$ cat src/rtl/seq_to_sim_frame_reg.sv
// Multi-lane framed sequential-to-simultaneous register with a valid/ready holding stage.
// Optional short-frame flush is enabled by defining SEQ_TO_SIM_FRAME_FLUSH_EN.
module seq_to_sim_frame_reg #(
   parameter int DIRECTION    = 1,
   parameter int SHIFT_LEN    = 8,
   parameter int BIT_WIDTH    = 2,
   parameter int LANES        = 1,
   parameter int CLK_DISTANCE = 1
) (
   input  logic                           clk,
   input  logic                           in_ctr_Arst,
   input  logic                           in_ctr_Srst,
   input  logic                           in_ctr_en,
`ifdef SEQ_TO_SIM_FRAME_FLUSH_EN
   input  logic                           in_ctr_flush,
`endif
   output logic                           in_ready,
   input  logic [BIT_WIDTH*LANES-1:0]     in,
   output logic [BIT_WIDTH*SHIFT_LEN-1:0] out,
   output logic                           out_valid,
   input  logic                           out_ready,
   output logic                           out_partial
);

   localparam int CD     = (CLK_DISTANCE < 1) ? 1 : CLK_DISTANCE;
   localparam int BEATS  = (SHIFT_LEN / LANES < 1) ? 1 : SHIFT_LEN / LANES;
   localparam int FILL_W = (BEATS > 1) ? $clog2(BEATS) : 1;
   localparam int DEC_W  = (CD > 1) ? $clog2(CD) : 1;
   localparam int FW     = BIT_WIDTH * SHIFT_LEN;

   generate
      if (SHIFT_LEN % LANES != 0) begin : g_len_check
         $error("seq_to_sim_frame_reg: SHIFT_LEN must be a multiple of LANES");
      end
   endgenerate

   // Arrival position p (0 = oldest word of the frame) to output slot.
   function automatic int slot_of(input int p);
      return (DIRECTION > 0) ? (SHIFT_LEN - 1 - p) : p;
   endfunction

   logic [FW-1:0]     r_coll;
   logic [FILL_W-1:0] r_fill;
   logic [DEC_W-1:0]  r_dec;
   logic [FW-1:0]     r_out;
   logic              r_valid;
   logic              r_partial;
   logic              r_pend;

   logic [FW-1:0]     w_coll_next;
   logic              w_dec_hit;
   logic              w_last;
   logic              w_hold_free;
   logic              w_beat;
   logic              w_sample;
   logic              w_complete;
   logic              w_flush_req;
   logic              w_has_data;
   logic              w_flush_go;
   logic              w_flush_hold;
   logic              w_load;

`ifdef SEQ_TO_SIM_FRAME_FLUSH_EN
   assign w_flush_req = in_ctr_flush | r_pend;
`else
   assign w_flush_req = 1'b0;
`endif

   assign w_dec_hit   = (r_dec == DEC_W'(CD - 1));
   assign w_last      = (r_fill == FILL_W'(BEATS - 1));
   assign w_hold_free = !r_valid | out_ready;
   // A completing beat is the only one that needs the holding register free.
   assign in_ready    = !(w_dec_hit & w_last & r_valid & !out_ready) & !r_pend;
   assign w_beat      = in_ctr_en & in_ready;
   assign w_sample    = w_beat & w_dec_hit;
   assign w_complete  = w_sample & w_last;
   assign w_has_data  = w_sample | (r_fill != {FILL_W{1'b0}});
   assign w_flush_go  = w_flush_req & !w_complete & w_has_data & w_hold_free;
   assign w_flush_hold = w_flush_req & !w_complete & w_has_data & !w_hold_free;
   assign w_load      = w_complete | w_flush_go;

   assign out         = r_out;
   assign out_valid   = r_valid;
   assign out_partial = r_partial;

   // Collector image with the current sampled beat merged into its slots.
   always_comb begin
      w_coll_next = r_coll;
      for (int b = 0; b < BEATS; b++) begin
         for (int k = 0; k < LANES; k++) begin
            w_coll_next[slot_of(b*LANES + k)*BIT_WIDTH +: BIT_WIDTH] =
               (w_sample && (r_fill == FILL_W'(b))) ? in[k*BIT_WIDTH +: BIT_WIDTH]
                                                   : r_coll[slot_of(b*LANES + k)*BIT_WIDTH +: BIT_WIDTH];
         end
      end
   end

   // Collector, fill counter and decimation counter.
   always_ff @(posedge clk or posedge in_ctr_Arst) begin
      if (in_ctr_Arst) begin
         r_coll <= {FW{1'b0}};
         r_fill <= {FILL_W{1'b0}};
         r_dec  <= {DEC_W{1'b0}};
         r_pend <= 1'b0;
      end else if (in_ctr_Srst) begin
         r_coll <= {FW{1'b0}};
         r_fill <= {FILL_W{1'b0}};
         r_dec  <= {DEC_W{1'b0}};
         r_pend <= 1'b0;
      end else begin
         if (w_load) begin
            r_coll <= {FW{1'b0}};
            r_fill <= {FILL_W{1'b0}};
         end else if (w_sample) begin
            r_coll <= w_coll_next;
            r_fill <= r_fill + FILL_W'(1);
         end else begin
            r_coll <= r_coll;
            r_fill <= r_fill;
         end
         if (w_flush_go) begin
            r_dec <= {DEC_W{1'b0}};
         end else if (w_beat) begin
            r_dec <= w_dec_hit ? {DEC_W{1'b0}} : r_dec + DEC_W'(1);
         end else begin
            r_dec <= r_dec;
         end
         r_pend <= w_flush_hold;
      end
   end

   // Holding register: loads when free, drains on out_ready.
   always_ff @(posedge clk or posedge in_ctr_Arst) begin
      if (in_ctr_Arst) begin
         r_out     <= {FW{1'b0}};
         r_valid   <= 1'b0;
         r_partial <= 1'b0;
      end else if (in_ctr_Srst) begin
         r_out     <= {FW{1'b0}};
         r_valid   <= 1'b0;
         r_partial <= 1'b0;
      end else if (w_load) begin
         r_out     <= w_coll_next;
         r_valid   <= 1'b1;
         r_partial <= w_flush_go;
      end else if (out_ready) begin
         r_valid   <= 1'b0;
      end else begin
         r_valid   <= r_valid;
      end
   end

endmodule

$ cat config.mk
export PLATFORM = sky130hd
export DESIGN_NAME = seq_to_sim_frame_reg
export DESIGN_NICKNAME = d
export VERILOG_FILES = /design/src/rtl/seq_to_sim_frame_reg.sv
export SDC_FILE = /design/constraint.sdc
export NUM_CORES = 1
export LEC_CHECK = 0
export ABC_AREA = 1
export BUFFER_PORTS_ARGS = -buffer_cell sky130_fd_sc_hd__buf_2
export CAP_MARGIN = 10
export CORE_ASPECT_RATIO = 0.9
export CORE_UTILIZATION = 45
export CTS_BUF_LIST = sky130_fd_sc_hd__clkbuf_16
export DETAILED_ROUTE_END_ITERATION = 10
export GPL_TIMING_DRIVEN = 0
export PLACE_DENSITY = 0.67
export SYNTH_ARGS = -nofsm -noshare
export SYNTH_HDL_FRONTEND = slang
export SYNTH_SLANG_ARGS = --single-unit
export TNS_END_PERCENT = 100
$ cat constraint.sdc
create_clock -name clk -period 1.65 [get_ports clk]
set_clock_uncertainty 0.2 [all_clocks]
set_input_delay 0.165 -clock clk [delete_from_list [all_inputs] [get_ports clk]]
set_output_delay 0.165 -clock clk [all_outputs]
set_load 0.02 [all_outputs]
==> out/metrics.yaml <==
logic_synthesis:
  synth_xor_area_frac: 0
  yosys.area.top_type: "dfrtp_1"
  yosys_warnings: 0
  ys_types: 18
  synth_compound_area_frac: 0.0168
  ys_seq_elements: 34
  synth_area_um2: 1790
  synth_fa_ha_area_frac: 0.0420
  synth-simple-area-share: 0.363
  synthMuxAreaShare: 0
  yosysSeqAreaShare: 0.476
  yosys.area.top_type_share: 0.476
  avgSynthCellArea_um2: 7.91
  synth_nets: 239
  synth_top_family_by_area: "simple AND/OR/NAND/NOR gates"
  synthTopCellsByArea: "dfrtp_1 (48%), nand2_1 (14%), nand3_1 (14%)"
  synth_cells: 226
placement:
  dp_hpwl_mm: 2.83
  dp_slack_ps: -208
  gp_congestion: 0.854
  io_buffers: 24
  placedCellCount: 297
  place_area_um2: 2010
pwr:
  p_leak_nw: 1.30
  pwr_density_cell_nw_per_um2: 824
  fin_total_pwr_mw: 1.92
  ir_worst_vdd_v: 0.000547
clocking:
  cts.path.max_buffers: 2
  numCtsBuffers: 5
  htree_levels: 2
  clock-sinks: 34
  clkLatencyLatePin_ps: 280
  clockRootBuffer: "clkbuf_16"
  cts_tree: "built"
  clk_pin_slew_worst_paths_ps: 50
routing:
  viasPerCell: 5.19
  wl_mm: 4.25
  first_pass_iters: 4
  drt-initial-drc-count: 118
  wl_per_cell_um: 13.4
  antenna_left: 0
  drc_errors: 0
  vias: 1644
cells_and_area:
  post-route-util: 0.619
  nets: 284
  area.growth.synth_to_final_pct: 30.3
  fin_cells: 317
  fin_area_um2: 2330
  drive_gt1_frac: 0.273
  layout_commonest_cell: "nand2_1"
  antennaDiodeCount: 0
  mostFrequentLayoutCells: "nand2_1 (67), nand3_1 (46), dfrtp_1 (33), buf_2 (25), inv_1 (24)"
job:
  drv_cap: 0
worst_hold_path:
  hp-class: "in2reg"
sta:
  fmax_ghz: 0.578
  worst_slack_ps: -79.0
  worst_pin_slew_ps: 635
  slew_violations: 0
  hold_viol: 0
  fin_crit_sh: 1.05
  tns_ps: -440
  setup_viol: 19
  post-route-min-period_ps: 1730
  slew_headroom: 0.576
  grt_setup_unrepaired: "yes"
  whs_ps: 30.7
floorplan:
  core-area_um2: 3760
  fp.dieArea_um2: 4230
  die_y_um: 61.8
  die_x_um: 68.4
  start_util: 0.476
  ioPinCount: 26
  rows: 21
setup_path:
  path_max_fanout: 5
  cp-end-kind: "output pin"
  critPathLaunch: "r_fill[0]"
  setup.worst_path.class: "reg2out"
  startpoint_type: "flip-flop"
  required_ps: 1280
  reg2regPathDepth: 8
  regToRegSetupSlack_ps: -50
  worstReg2RegEnd: "out[2]"
  r2r-start: "r_fill[0]"
  arrival_ps: 1360
  endpoint: "in_ready"
outcome:
  violations: "setup timing"
  outcome: "complete, but fails checks"
global_route:
  first_global_vias: 1424
  grt_pass1_wl_mm: 6.70
  globalRouteTotalUtil: 0.224
  grt_max_degree: 22
  overflow: 0
  antenna_found_initial: 0
worst max-delay path, stage by stage (launching register included):
cell	delay [ps]
dfrtp_1	410
ha_4	180
ha_4	180
nand3_4	90
buf_6	120
buf_6	110
registers in the layout, indices dropped and copies added, names as in the netlist:
signal / count
r_coll: 14
out_valid: 1
out: 16
r_fill: 3
routing by layer:
metal	share of wire	vias up	GRT usage
met5	0	-	0
met4	0.0094	0	0.0804
met3	0.053	5	0.0438
met2	0.45	58	0.352
met1	0.48	760	0.307
li1	-	821	-
repair_timing:
item                                    in CTS  in global routing
resized for setup                           15                 10
pin swaps                                    4                 18
buffers inserted                            11                  0
hold buffers                                 2                  0
hold endpoints to repair                    14                  0
endpoints found under the setup margin      34                 33
power by group:
| group | total, mW | leakage, nW | internal, mW | switching [mW] |
|---|---|---|---|---|
| registers | 0.861 | 0.471 | 0.848 | 0.0124 |
| clock network | 0.867 | 0.0694 | 0.544 | 0.323 |
| logic | 0.191 | 0.757 | 0.0676 | 0.123 |
| total | 1.92 | 1.30 | 1.46 | 0.458 |
cells in the mapped netlist:
cell type	instances
nand3_1	50
buf_6	2
buf_4	2
dfrtp_1	34
o21ai_0	5
a21oi_1	1
nor3b_4	1
inv_2	2
nand2_1	68
ha_1	6
nand3_2	1
nor2_4	1
nand4_1	14
nor2_1	4
buf_2	5
conb_1	1
inv_1	28
clkbuf_1	1
logic make-up (layout without fill, tap and decap cells):
family | Yosys count | after routing
simple gates | 139 | 139
buf+inv | 40 | 85
flops | 34 | 34
fa+ha+maj | 6 | 6
compound gates | 6 | 6
other cells | 1 | 1
worst min-delay path by stage:
stage | end | cells past startpoint | slack, ps | from
after floorplan | out_valid | 1 | 30 | in_ctr_Srst
after global placement | out[14] | 2 | 260 | out[14]
after detailed placement | out[15] | 2 | 80 | in_ctr_Arst
after CTS | out_valid | 4 | 8 | out_ready
after global routing | out_valid | 4 | 70 | out_ready
final | out_valid | 4 | 30 | out_ready
layout make-up:
type,count,area [um^2]
fill,319,1430
timing repair buffer,38,260
buffer,10,82.6
inverter,30,113
clock inverter,2,10.0
multi-input combinational,152,827
clock buffer,5,125
tap,46,57.6
sequential,34,852
No activity file was read; power rests on OpenSTA's default activity.
